--- src/rtl/cell_pkg.sv ---
// Purpose: shared definitions for the 8x8 cell board (VGA 640x480@60 timing, colours, status codes).
// Latency: none, constants and one pure function only.
// Backpressure: none.
package cell_pkg;

  // Horizontal timing in pixel clocks, vertical timing in lines.
  localparam int H_VISIBLE = 640;
  localparam int H_FP      = 16;
  localparam int H_SYNC    = 96;
  localparam int H_BP      = 48;
  localparam int H_TOTAL   = H_VISIBLE + H_FP + H_SYNC + H_BP;

  localparam int V_VISIBLE = 480;
  localparam int V_FP      = 10;
  localparam int V_SYNC    = 2;
  localparam int V_BP      = 33;
  localparam int V_TOTAL   = V_VISIBLE + V_FP + V_SYNC + V_BP;

  typedef logic [9:0] cnt_t;

  // Counter-width versions of the timing points, so comparisons stay width-exact.
  localparam cnt_t H_VIS_END = cnt_t'(H_VISIBLE);
  localparam cnt_t HS_START  = cnt_t'(H_VISIBLE + H_FP);
  localparam cnt_t HS_END    = cnt_t'(H_VISIBLE + H_FP + H_SYNC);
  localparam cnt_t H_LAST    = cnt_t'(H_TOTAL - 1);
  localparam cnt_t V_VIS_END = cnt_t'(V_VISIBLE);
  localparam cnt_t VS_START  = cnt_t'(V_VISIBLE + V_FP);
  localparam cnt_t VS_END    = cnt_t'(V_VISIBLE + V_FP + V_SYNC);
  localparam cnt_t V_LAST    = cnt_t'(V_TOTAL - 1);

  typedef logic [11:0] rgb12_t;  // {r[3:0], g[3:0], b[3:0]}

  localparam rgb12_t BG_COLOR     = 12'h225;
  localparam rgb12_t GRID_COLOR   = 12'h888;
  localparam rgb12_t CURSOR_COLOR = 12'hFF0;
  localparam rgb12_t ERR_COLOR    = 12'hF0F;

  // Cell status codes, shared with the game/write side of the board memory.
  typedef enum logic [3:0] {
    CS_EMPTY    = 4'd0,
    CS_P1       = 4'd1,
    CS_P2       = 4'd2,
    CS_P1_WIN   = 4'd3,
    CS_P2_WIN   = 4'd4,
    CS_BLOCKED  = 4'd5,
    CS_SELECTED = 4'd6,
    CS_HINT     = 4'd7,
    CS_MARKED   = 4'd8
  } cell_status_e;

  localparam rgb12_t PALETTE [0:8] = '{
    12'h333, 12'hF00, 12'h0F0, 12'h00F, 12'hFA0,
    12'h0FF, 12'hFFF, 12'h840, 12'h08F
  };

  // Undefined codes (9..15) must stand out, so they map to magenta rather than black.
  function automatic rgb12_t status_to_rgb(input logic [3:0] status);
    rgb12_t c;
    c = ERR_COLOR;
    if (status <= 4'd8) c = PALETTE[status];
    return c;
  endfunction

endpackage

--- src/rtl/vga_timing_gen.sv ---
// Purpose: 800x525 h/v counters with active-low syncs, visible and frame-start flags.
// Latency: flags are decoded combinationally from the counter registers (0 clk).
// Backpressure: none, free-running on every clock.
// Ports: clk/rst_n (async active-low); h_cnt/v_cnt current position; h_nxt/v_nxt position
//        after the next edge; h_last (h==799); hs/vs/visible/frame_start decoded from h_cnt/v_cnt.
module vga_timing_gen
  import cell_pkg::*;
(
  input  logic       clk,
  input  logic       rst_n,
  output logic [9:0] h_cnt,
  output logic [9:0] v_cnt,
  output logic [9:0] h_nxt,
  output logic [9:0] v_nxt,
  output logic       h_last,
  output logic       hs,
  output logic       vs,
  output logic       visible,
  output logic       frame_start
);

  logic [9:0] h_q, h_d;
  logic [9:0] v_q, v_d;

  always_comb begin
    h_last = (h_q == H_LAST);
    h_d    = h_last ? 10'd0 : h_q + 10'd1;
    v_d    = v_q;
    if (h_last) v_d = (v_q == V_LAST) ? 10'd0 : v_q + 10'd1;
  end

  always_ff @(posedge clk or negedge rst_n) begin
    if (!rst_n) begin
      h_q <= 10'd0;
      v_q <= 10'd0;
    end else begin
      h_q <= h_d;
      v_q <= v_d;
    end
  end

  assign h_cnt       = h_q;
  assign v_cnt       = v_q;
  assign h_nxt       = h_d;
  assign v_nxt       = v_d;
  assign hs          = !((h_q >= HS_START) && (h_q < HS_END));
  assign vs          = !((v_q >= VS_START) && (v_q < VS_END));
  assign visible     = (h_q < H_VIS_END) && (v_q < V_VIS_END);
  assign frame_start = (h_q == 10'd0) && (v_q == 10'd0);

endmodule

--- src/rtl/vga_cell_renderer.sv ---
// Purpose: scans the 8x8 board memory in raster order and turns cell status into VGA RGB444.
// Latency: 2 clk from counter value to pins (A: counters/address, B: memory data + flags); sync delayed equally.
// Backpressure: none, free-running pixel pipeline. Optional cursor outline: define CURSOR_HILITE_EN.
// Ports: clk_25M_in, reset_n (async active-low); status_pointed_cell (valid 1 clk after pointer);
//        mouse_cell_x/y (cursor cell, CURSOR_HILITE_EN only); pointer_cell_x/y read address;
//        vga_hs/vga_vs active-low; vga_r/g/b 4 bits each; frame_tick on pixel (0,0) at the pins.
module vga_cell_renderer
  import cell_pkg::*;
#(
  parameter int unsigned CELL_PX  = 48,
  parameter int unsigned BOARD_X0 = 128,
  parameter int unsigned BOARD_Y0 = 48
) (
  input  logic       clk_25M_in,
  input  logic       reset_n,
  input  logic [3:0] status_pointed_cell,
  input  logic [2:0] mouse_cell_x,
  input  logic [2:0] mouse_cell_y,
  output logic [2:0] pointer_cell_x,
  output logic [2:0] pointer_cell_y,
  output logic       vga_hs,
  output logic       vga_vs,
  output logic [3:0] vga_r,
  output logic [3:0] vga_g,
  output logic [3:0] vga_b,
  output logic       frame_tick
);

  localparam int unsigned SW = $clog2(CELL_PX);
  typedef logic [SW-1:0] sub_t;

  localparam sub_t       SUB_LAST = sub_t'(CELL_PX - 1);
  localparam logic [9:0] X0       = 10'(BOARD_X0);
  localparam logic [9:0] X1       = 10'(BOARD_X0 + 8 * CELL_PX);
  localparam logic [9:0] X_LAST   = 10'(BOARD_X0 + 8 * CELL_PX - 1);
  localparam logic [9:0] Y0       = 10'(BOARD_Y0);
  localparam logic [9:0] Y1       = 10'(BOARD_Y0 + 8 * CELL_PX);
  localparam logic [9:0] Y_LAST   = 10'(BOARD_Y0 + 8 * CELL_PX - 1);

  typedef struct packed {
    logic visible;
    logic in_board;
    logic grid;
    logic hs;
    logic vs;
    logic first;
  } stage_b_t;

  localparam stage_b_t SB_RESET = '{visible: 1'b0, in_board: 1'b0, grid: 1'b0,
                                    hs: 1'b1, vs: 1'b1, first: 1'b0};

  logic [9:0] h_cnt, v_cnt, h_nxt, v_nxt;
  logic       h_last, hs_a, vs_a, visible_a, first_a;

  vga_timing_gen u_timing (
    .clk         (clk_25M_in),
    .rst_n       (reset_n),
    .h_cnt       (h_cnt),
    .v_cnt       (v_cnt),
    .h_nxt       (h_nxt),
    .v_nxt       (v_nxt),
    .h_last      (h_last),
    .hs          (hs_a),
    .vs          (vs_a),
    .visible     (visible_a),
    .frame_start (first_a)
  );

  // Stage A: sub-cell counters and read address, registered alongside h/v so that
  // pointer_cell_x/y always describe the pixel currently held in the counters.
  sub_t       col_sub_q, col_sub_d, row_sub_q, row_sub_d;
  logic [2:0] px_q, px_d, py_q, py_d;
  logic       in_board_a, grid_a;

  always_comb begin
    // Columns: look at the position being entered; the first board column restarts at cell 0.
    col_sub_d = '0;
    px_d      = '0;
    if ((h_nxt > X0) && (h_nxt < X1)) begin
      if (col_sub_q == SUB_LAST) begin
        col_sub_d = '0;
        px_d      = px_q + 3'd1;
      end else begin
        col_sub_d = col_sub_q + sub_t'(1);
        px_d      = px_q;
      end
    end

    // Rows follow the same rule but only advance at the end of a line.
    row_sub_d = row_sub_q;
    py_d      = py_q;
    if (h_last) begin
      row_sub_d = '0;
      py_d      = '0;
      if ((v_nxt > Y0) && (v_nxt < Y1)) begin
        if (row_sub_q == SUB_LAST) begin
          py_d = py_q + 3'd1;
        end else begin
          row_sub_d = row_sub_q + sub_t'(1);
          py_d      = py_q;
        end
      end
    end

    in_board_a = (h_cnt >= X0) && (h_cnt < X1) && (v_cnt >= Y0) && (v_cnt < Y1);
    grid_a     = in_board_a && ((col_sub_q == '0) || (row_sub_q == '0) ||
                                (h_cnt == X_LAST) || (v_cnt == Y_LAST));
  end

  always_ff @(posedge clk_25M_in or negedge reset_n) begin
    if (!reset_n) begin
      col_sub_q <= '0;
      row_sub_q <= '0;
      px_q      <= '0;
      py_q      <= '0;
    end else begin
      col_sub_q <= col_sub_d;
      row_sub_q <= row_sub_d;
      px_q      <= px_d;
      py_q      <= py_d;
    end
  end

  assign pointer_cell_x = px_q;
  assign pointer_cell_y = py_q;

  // Stage B: flags wait one clk for the memory data that answers the stage-A address.
  stage_b_t sb_q, sb_d;
  rgb12_t   rgb_q, rgb_d;
  logic     hs_q, vs_q, tick_q;

`ifdef CURSOR_HILITE_EN
  // Cursor cell is latched only at the frame wrap so the outline never tears mid-frame.
  logic [2:0] cur_x_q, cur_x_d, cur_y_q, cur_y_d;
  logic       cursor_b_q, cursor_b_d;

  always_comb begin
    cur_x_d = cur_x_q;
    cur_y_d = cur_y_q;
    if (h_last && (v_cnt == V_LAST)) begin
      cur_x_d = mouse_cell_x;
      cur_y_d = mouse_cell_y;
    end
    cursor_b_d = in_board_a && (px_q == cur_x_q) && (py_q == cur_y_q) &&
                 ((col_sub_q == sub_t'(1)) || (col_sub_q == sub_t'(CELL_PX - 2)) ||
                  (row_sub_q == sub_t'(1)) || (row_sub_q == sub_t'(CELL_PX - 2)));
  end

  always_ff @(posedge clk_25M_in or negedge reset_n) begin
    if (!reset_n) begin
      cur_x_q    <= '0;
      cur_y_q    <= '0;
      cursor_b_q <= 1'b0;
    end else begin
      cur_x_q    <= cur_x_d;
      cur_y_q    <= cur_y_d;
      cursor_b_q <= cursor_b_d;
    end
  end
`else
  logic unused_mouse;
  assign unused_mouse = ^{mouse_cell_x, mouse_cell_y};
`endif

  always_comb begin
    sb_d.visible  = visible_a;
    sb_d.in_board = in_board_a;
    sb_d.grid     = grid_a;
    sb_d.hs       = hs_a;
    sb_d.vs       = vs_a;
    sb_d.first    = first_a;

    rgb_d = 12'h000;
    if (sb_q.visible) begin
      if (!sb_q.in_board)  rgb_d = BG_COLOR;
      else if (sb_q.grid)  rgb_d = GRID_COLOR;
`ifdef CURSOR_HILITE_EN
      else if (cursor_b_q) rgb_d = CURSOR_COLOR;
`endif
      else                 rgb_d = status_to_rgb(status_pointed_cell);
    end
  end

  always_ff @(posedge clk_25M_in or negedge reset_n) begin
    if (!reset_n) begin
      sb_q   <= SB_RESET;
      rgb_q  <= 12'h000;
      hs_q   <= 1'b1;
      vs_q   <= 1'b1;
      tick_q <= 1'b0;
    end else begin
      sb_q   <= sb_d;
      rgb_q  <= rgb_d;
      hs_q   <= sb_q.hs;
      vs_q   <= sb_q.vs;
      tick_q <= sb_q.first;
    end
  end

  assign vga_r      = rgb_q[11:8];
  assign vga_g      = rgb_q[7:4];
  assign vga_b      = rgb_q[3:0];
  assign vga_hs     = hs_q;
  assign vga_vs     = vs_q;
  assign frame_tick = tick_q;

endmodule

--- config.mk ---
export PLATFORM = sky130hd
export DESIGN_NAME = vga_cell_renderer
export DESIGN_NICKNAME = d
export VERILOG_FILES = /design/src/rtl/cell_pkg.sv /design/src/rtl/vga_timing_gen.sv /design/src/rtl/vga_cell_renderer.sv
export SDC_FILE = /design/constraint.sdc
export NUM_CORES = 1
export LEC_CHECK = 0
export BUFFER_PORTS_ARGS = -buffer_cell sky130_fd_sc_hd__clkbuf_2
export CAP_MARGIN = 20
export CELL_PAD_IN_SITES_DETAIL_PLACEMENT = 1
export CELL_PAD_IN_SITES_GLOBAL_PLACEMENT = 1
export CORE_MARGIN = 10
export CORE_UTILIZATION = 45
export DETAILED_ROUTE_END_ITERATION = 10
export PLACE_DENSITY_LB_ADDON = 0.08
export SLEW_MARGIN = 20
export SYNTH_ARGS = -nofsm -noshare
export SYNTH_HDL_FRONTEND = slang
export SYNTH_SLANG_ARGS = --single-unit
--- constraint.sdc ---
create_clock -name clk_25M_in -period 3.5 [get_ports clk_25M_in]
set_input_delay 0.7 -clock clk_25M_in [delete_from_list [all_inputs] [get_ports clk_25M_in]]
set_output_delay 0.7 -clock clk_25M_in [all_outputs]
set_load 0.005 [all_outputs]
==> results.json, run 1 <==
{
  "route.detailed.drc": 0,
  "netSwitchingPower_w": 0.000304,
  "combPwrFrac_pct": 3.4,
  "final_core_utilization_pct": 52.4,
  "ys_seq_area_share_pct": 46.6,
  "period_share_pct": 79.9,
  "critical_path_class": "flip-flop to flip-flop",
  "wl_per_cell_microns": 15.8,
  "irDropWorstVdd_uv": 142,
  "placed_cells_incl_taps": 445,
  "grt_start_max_net_pins": 29,
  "cts_max_level": 3,
  "postSynthAreaPerCell_sq_um": 9.57,
  "worst_hold_path_type": "input port to async pin",
  "tritoncts.num_buffers": 9,
  "stdcell_count": 461,
  "area.growth.synth_to_final_pct": 12.6,
  "place.gp.congestion": 0.783,
  "rows": 30,
  "routed_wirelength_microns": 7280,
  "synthTopCellsByCount": "55 x sky130_fd_sc_hd__dfrtp_1, 34 x sky130_fd_sc_hd__nor2_1, 24 x sky130_fd_sc_hd__nand2_1, 23 x sky130_fd_sc_hd__inv_1",
  "number_of_filler_instances_in_the_final_layout": 806,
  "cts_buffer_depth": 2,
  "mappedNetlistArea_sq_um": 3180,
  "place_hpwl_microns": 5380,
  "synth_seq_cells": 59,
  "cts.root.buffer_cell": "sky130_fd_sc_hd__clkbuf_8",
  "finalNetCount": 389,
  "syn_inst": 332,
  "clock_sinks": 59,
  "netlist_top_cells_area": "sky130_fd_sc_hd__dfrtp_1 43%, sky130_fd_sc_hd__ha_1 6.7%, sky130_fd_sc_hd__nor2_1 4.0%",
  "drt.antenna.violating_nets": 0,
  "cts_tree": "built",
  "cellLeakagePower_nw": 1.59,
  "core_region_area_sq_um": 6830,
  "setup.worst_path.end_class": "flip-flop",
  "number_of_different_library_cells_in_the_post_synthesis_netlist": 55,
  "multi_input_comb_area_sq_um": 1550,
  "crit_path_max_incr_delay_ps": 530,
  "critPathLaunchType": "flip-flop",
  "crit_required_ps": 3730,
  "worst_clock_skew_ps": 4.94,
  "buffers_plus_inverters_on_the_worst_setup_path": 1,
  "path_clk_slew_ps": 70,
  "max_freq_mhz": 357,
  "diodes": 0,
  "synth_edf_count": 0,
  "crit_slowest_cell": "sky130_fd_sc_hd__or4_1",
  "cp_top_family": "compound AO/OA/AOI/OAI gates",
  "ctsHoldBuffers": 0,
  "vias_in_the_first_global_route": 2554,
  "seqPwrFrac_pct": 54.5,
  "drt-initial-drc-count": 83,
  "timing_worst_slew_pin_value_ps": 679,
  "swShare_pct": 24.3,
  "finalPower_w": 0.00125,
  "cp_max_fo": 8,
  "placed_cell_area_sq_um": 3420,
  "die_ar_sq_um": 10800,
  "port_buffers": 26,
  "final_layout_size_suffix_gt1_share_pct": 18.1,
  "via_count": 2469,
  "postCtsSetupBuffers": 0,
  "cellInternalPower_w": 0.000947,
  "power_per_cell_area_nw_per_um2": 350,
  "grt_first_pass_wirelength_microns": 12800,
  "max-slew-margin-rel_pct": 54.6,
  "crit_chain": "ha_1, nand4_1, or4_1, buf_4, a2111oi_2, o22ai_1, a21oi_2, a311oi_4, a21oi_4, o22ai_1",
  "synth_async_sr_flop_share_pct": 100,
  "cap_viol_max_count": 0,
  "die_x_microns": 104,
  "floorplan.io_pins": 33,
  "die_height_microns": 104,
  "firstDrtPassIters": 4,
  "synth_fp_nets": 361,
  "finalCriticalPeriod_ps": 2800,
  "status": "finished, final reports clean",
  "fin_tns_setup_ps": 0,
  "synthDominantAreaCellType": "sky130_fd_sc_hd__dfrtp_1",
  "final_cell_area_sq_um": 3580,
  "report.final.slew_viol_count": 0,
  "report.final.hold_viol_count": 0,
  "most_numerous_cell_in_the_yosys_netlist": "sky130_fd_sc_hd__dfrtp_1",
  "clock_power_share_pct": 42.2,
  "clock_insertion_delay_worst_skew_ps": 350,
  "path_common_cell": "sky130_fd_sc_hd__o22ai_1",
  "floorplan.initialDensity_pct": 46.5,
  "detail_route.vias_per_cell": 5.36,
  "grt_antenna_before_repair": 0,
  "yosys_warnings": 0,
  "regArea_sq_um": 1480,
  "netlist.area_leader.share_pct": 43.3,
  "cts_repair_resize_count": 0,
  "setup_viol": 0,
  "synth_flop_cell": "sky130_fd_sc_hd__dfrtp_1",
  "grt-ovfl-total": 0,
  "grt_setup_unrepaired": "false",
  "track_usage_pct": 14.3,
  "critPathArrivalTime_ps": 3030
}
## sequential cells by signal (all words and copies together) (netlist names), 3 cells and up
signal	cells
col_sub_q	6
pointer_cell_x	3
pointer_cell_y	3
rgb_q	12
row_sub_q	6
sb_q	6
u_timing.h_cnt	10
u_timing.v_cnt	10
## power groups by stage
stage                     Sequential, W  Clock (W)  Combinational (W)
final                          0.000682   0.000528          0.0000420
after detailed placement       0.000695          0          0.0000433
after global placement         0.000695          0          0.0000418
after floorplan                0.000695          0          0.0000188
after global routing           0.000681   0.000575          0.0000491
after CTS                      0.000682   0.000544          0.0000438
## metal layers
| metal | share of wire (%) | up-vias | routed length [microns] | GRT usage, % |
|---|---|---|---|---|
| li1 | - | 1204 | - | - |
| met1 | 48 | 1213 | 3490 | 18.6 |
| met2 | 46 | 38 | 3320 | 21.4 |
| met3 | 4.2 | 14 | 308 | 4.03 |
| met4 | 2.2 | 0 | 160 | 6.96 |
| met5 | 0 | - | 0 | 0 |
## stage by stage
step           hold slack, ps  worst slack, ps
3_3_place_gp              347              733
3_5_place_dp              347              713
2_1_floorplan             331             1010
4_1_cts                   284              700
5_1_grt                   304              423
6_report                  274              702
## path summary, 6_finish.rpt
check                                             from  slack (ps)                       endpoint  cells after the start
setup / recovery           u_timing.h_cnt[0]$_DFF_PN0_         700  pointer_cell_y[1]$_DFFE_PN0P_                     10
hold / removal                                 reset_n         270    u_timing.h_cnt[6]$_DFF_PN0_                      1
setup reg to reg           u_timing.h_cnt[0]$_DFF_PN0_         700  pointer_cell_y[1]$_DFFE_PN0P_                     10
hold reg to reg                      sb_q[2]$_DFF_PN1_         360               vga_hs$_DFF_PN1_                      0
max in group asynchronous                      reset_n        2480               vga_vs$_DFF_PN1_                      2
min in group clk_25M_in              sb_q[2]$_DFF_PN1_         360               vga_hs$_DFF_PN1_                      0
## layout by cell type, fill, tap and decap left out, types with 7 or more instances in the layout
| cell type | instances |
|---|---|
| sky130_fd_sc_hd__a21oi_1 | 14 |
| sky130_fd_sc_hd__and2_1 | 7 |
| sky130_fd_sc_hd__and3_1 | 7 |
| sky130_fd_sc_hd__buf_4 | 7 |
| sky130_fd_sc_hd__clkbuf_2 | 26 |
| sky130_fd_sc_hd__clkbuf_8 | 9 |
| sky130_fd_sc_hd__dfrtp_1 | 55 |
| sky130_fd_sc_hd__ha_1 | 17 |
| sky130_fd_sc_hd__inv_1 | 23 |
| sky130_fd_sc_hd__nand2_1 | 24 |
| sky130_fd_sc_hd__nand3_1 | 16 |
| sky130_fd_sc_hd__nand4_1 | 8 |
| sky130_fd_sc_hd__nor2_1 | 34 |
| sky130_fd_sc_hd__nor3_1 | 10 |
| sky130_fd_sc_hd__o21ai_0 | 17 |
| sky130_fd_sc_hd__xnor2_1 | 9 |
| sky130_fd_sc_hd__xor2_1 | 11 |
## cell families (layout without fill, tap and decap cells)
family | count (synthesis) | after routing | share of synthesized area (%)
AOI/OAI and AO/OA | 58 | 58 | 12.8
muxes | 2 | 2 | 0.670
xor gates and xnor gates | 20 | 20 | 5.51
and+or+nand+nor | 137 | 137 | 22.7
adders and majority gates | 17 | 17 | 6.70
DFF | 59 | 59 | 46.6
buffers and inverters | 39 | 72 | 5.00
## cell type report
cell class	instances	area share, %
Multi-Input combinational cell	234	43.2
Sequential cell	59	41.4
Timing Repair Buffer	33	5.11
Clock buffer	11	3.67
Tap cell	96	3.36
Inverter	23	2.41
Clock inverter	5	0.839
Note: power is estimated with default switching activity, not from simulation.
==> run 2, diff against run 1 <==
- clock period: 3.5 -> 2.75 ns (I/O delays scaled with it)
==> run 2 against run 1 <==
Wire length is 7.8% higher. Global-route usage is 0.49 points higher. Final cell count is 4.3% higher. Power is 45% higher. Register-to-register slack worse by 610 ps. Critical path type unchanged. Critical endpoint unchanged.
==> results.json, run 2 (synthesized netlist as in run 1, its figures left out) <==
{
  "final_cell_area_sq_um": 3820,
  "tritoncts.num_buffers": 9,
  "cap_viol_max_count": 0,
  "reg2reg_slack_ps": 90,
  "placed_cells_incl_taps": 458,
  "crit_required_ps": 2970,
  "cellInternalPower_w": 0.00144,
  "layout_setup_ws_ps": 90.5,
  "critPathLaunchType": "flip-flop",
  "via_count": 2558,
  "layout_common_cells": "52 x sky130_fd_sc_hd__dfrtp_1, 34 x sky130_fd_sc_hd__nor2_1, 26 x sky130_fd_sc_hd__clkbuf_2, 26 x sky130_fd_sc_hd__buf_4, 24 x sky130_fd_sc_hd__nand2_1",
  "report.final.hold_viol_count": 0,
  "detail_route.vias_per_cell": 5.32,
  "final_layout_size_suffix_gt1_share_pct": 23.6,
  "vias_in_the_first_global_route": 2755,
  "crit_path_max_incr_delay_ps": 550,
  "clock_sinks": 59,
  "largest_register_ff_count": 12,
  "critPathArrivalTime_ps": 2880,
  "swShare_pct": 20.6,
  "wl_per_cell_microns": 16.3,
  "power_per_cell_area_nw_per_um2": 476,
  "max-slew-margin-rel_pct": 50.5,
  "clock_power_share_pct": 49.4,
  "area.growth.synth_to_final_pct": 20.4,
  "grt_antenna_before_repair": 0,
  "drt.antenna.violating_nets": 0,
  "cellLeakagePower_nw": 1.73,
  "cp_max_fo": 6,
  "timing_worst_slew_pin_value_ps": 742,
  "place_hpwl_microns": 5560,
  "die_x_microns": 104,
  "path_clk_slew_ps": 60,
  "status": "finished, final reports clean",
  "floorplan.initialDensity_pct": 46.5,
  "layout.cells.most_common": "sky130_fd_sc_hd__dfrtp_1",
  "netSwitchingPower_w": 0.000374,
  "setup.worst_path.end_class": "flip-flop",
  "die_ar_sq_um": 10800,
  "largest-register": "rgb_q",
  "die_height_microns": 104,
  "fin_tns_setup_ps": 0,
  "period_share_pct": 96.7,
  "finalCriticalPeriod_ps": 2660,
  "cts.root.buffer_cell": "sky130_fd_sc_hd__clkbuf_8",
  "port_buffers": 26,
  "seqPwrFrac_pct": 47.7,
  "crit_slowest_cell": "sky130_fd_sc_hd__or4_4",
  "route.detailed.drc": 0,
  "grt-ovfl-total": 0,
  "rows": 30,
  "finalNetCount": 409,
  "drt-initial-drc-count": 101,
  "cts_buffer_depth": 2,
  "path_common_cell": "sky130_fd_sc_hd__o22ai_2",
  "track_usage_pct": 14.8,
  "irDropWorstVdd_uv": 262,
  "place.gp.congestion": 0.798,
  "clock_insertion_delay_worst_skew_ps": 340,
  "critical_path_class": "flip-flop to flip-flop",
  "max_freq_mhz": 376,
  "setup_viol": 0,
  "firstDrtPassIters": 4,
  "cts_tree": "built",
  "crit_chain": "or3_4, or4_4, a2111oi_4, o22ai_2, a21oi_2, a311oi_4, buf_6, a21oi_4, o22ai_2",
  "stdcell_count": 481,
  "routed_wirelength_microns": 7850,
  "core_region_area_sq_um": 6830,
  "diodes": 0,
  "worst_hold_path_type": "input port to async pin",
  "combPwrFrac_pct": 2.8,
  "grt_first_pass_wirelength_microns": 13500,
  "worst_clock_skew_ps": 6.29,
  "cts_max_level": 3,
  "placed_cell_area_sq_um": 3510,
  "pre_cts_ws_ps": 75.2,
  "report.final.slew_viol_count": 0,
  "grt_start_max_net_pins": 60,
  "floorplan.io_pins": 33
}
==> run 2: final cells by class <==
type	instances	area (sq um)
clock buffers	14	163
flip-flops and latches	59	1490
fillers	811	3010
repair buffers	53	337
multi-input cells	234	1570
clock inverters	2	60.1
well taps	96	120
inverters	23	86.3
==> run 2: power by group through the flow <==
stage,clock network (W),registers (W),logic (W)
2_1_floorplan,0,0.000884,0.0000239
3_3_place_gp,0,0.000884,0.0000520
3_5_place_dp,0,0.000884,0.0000532
4_1_cts,0.000922,0.000868,0.0000537
5_1_grt,0.000951,0.000867,0.0000600
6_report,0.000899,0.000868,0.0000517
==> run 2: metal layers <==
metal	routed length (microns)	track usage, %
met1	3560	18.5
met2	3860	24.0
met3	278	3.16
met4	155	6.66
met5	0	0
==> run 2: repair_timing <==
| action | CTS | global route |
|---|---|---|
| buffers inserted | 0 | 7 |
| hold buffers | 0 | 0 |
| gates resized for setup | 0 | 8 |
| hold endpoints to repair | 0 | 0 |
| endpoints found under the setup margin | 0 | 9 |
==> run 2: worst paths after layout <==
path | cells after the start | endpoint | from
max in group asynchronous | 2 | u_timing.v_cnt[7]$_DFF_PN0_ | reset_n
max | 9 | pointer_cell_y[1]$_DFFE_PN0P_ | u_timing.v_cnt[8]$_DFF_PN0_
max reg2reg | 9 | pointer_cell_y[1]$_DFFE_PN0P_ | u_timing.v_cnt[8]$_DFF_PN0_
min in group clk_25M_in | 0 | vga_hs$_DFF_PN1_ | sb_q[2]$_DFF_PN1_
min | 2 | pointer_cell_x[2]$_DFFE_PN0P_ | reset_n
min reg2reg | 0 | vga_hs$_DFF_PN1_ | sb_q[2]$_DFF_PN1_
==> run 2: critical path: cells and delay by family (launching register included) <==
family                 cells  cell delay [ps]
AO/OA/AOI/OAI              6             1040
buffers and inverters      1              150
AND/OR/NAND/NOR            2              940
flip-flops                 1              400
==> run 2: per-stage QoR <==
stage / hold slack (ps) / util (%) / total power [W]
6_report: 357 / 56.0 / 0.00182
3_3_place_gp: 346 / 51.4 / 0.000936
3_5_place_dp: 349 / 51.4 / 0.000937
5_1_grt: 361 / 56.0 / 0.00188
4_1_cts: 359 / 54.7 / 0.00184
2_1_floorplan: 254 / - / 0.000908
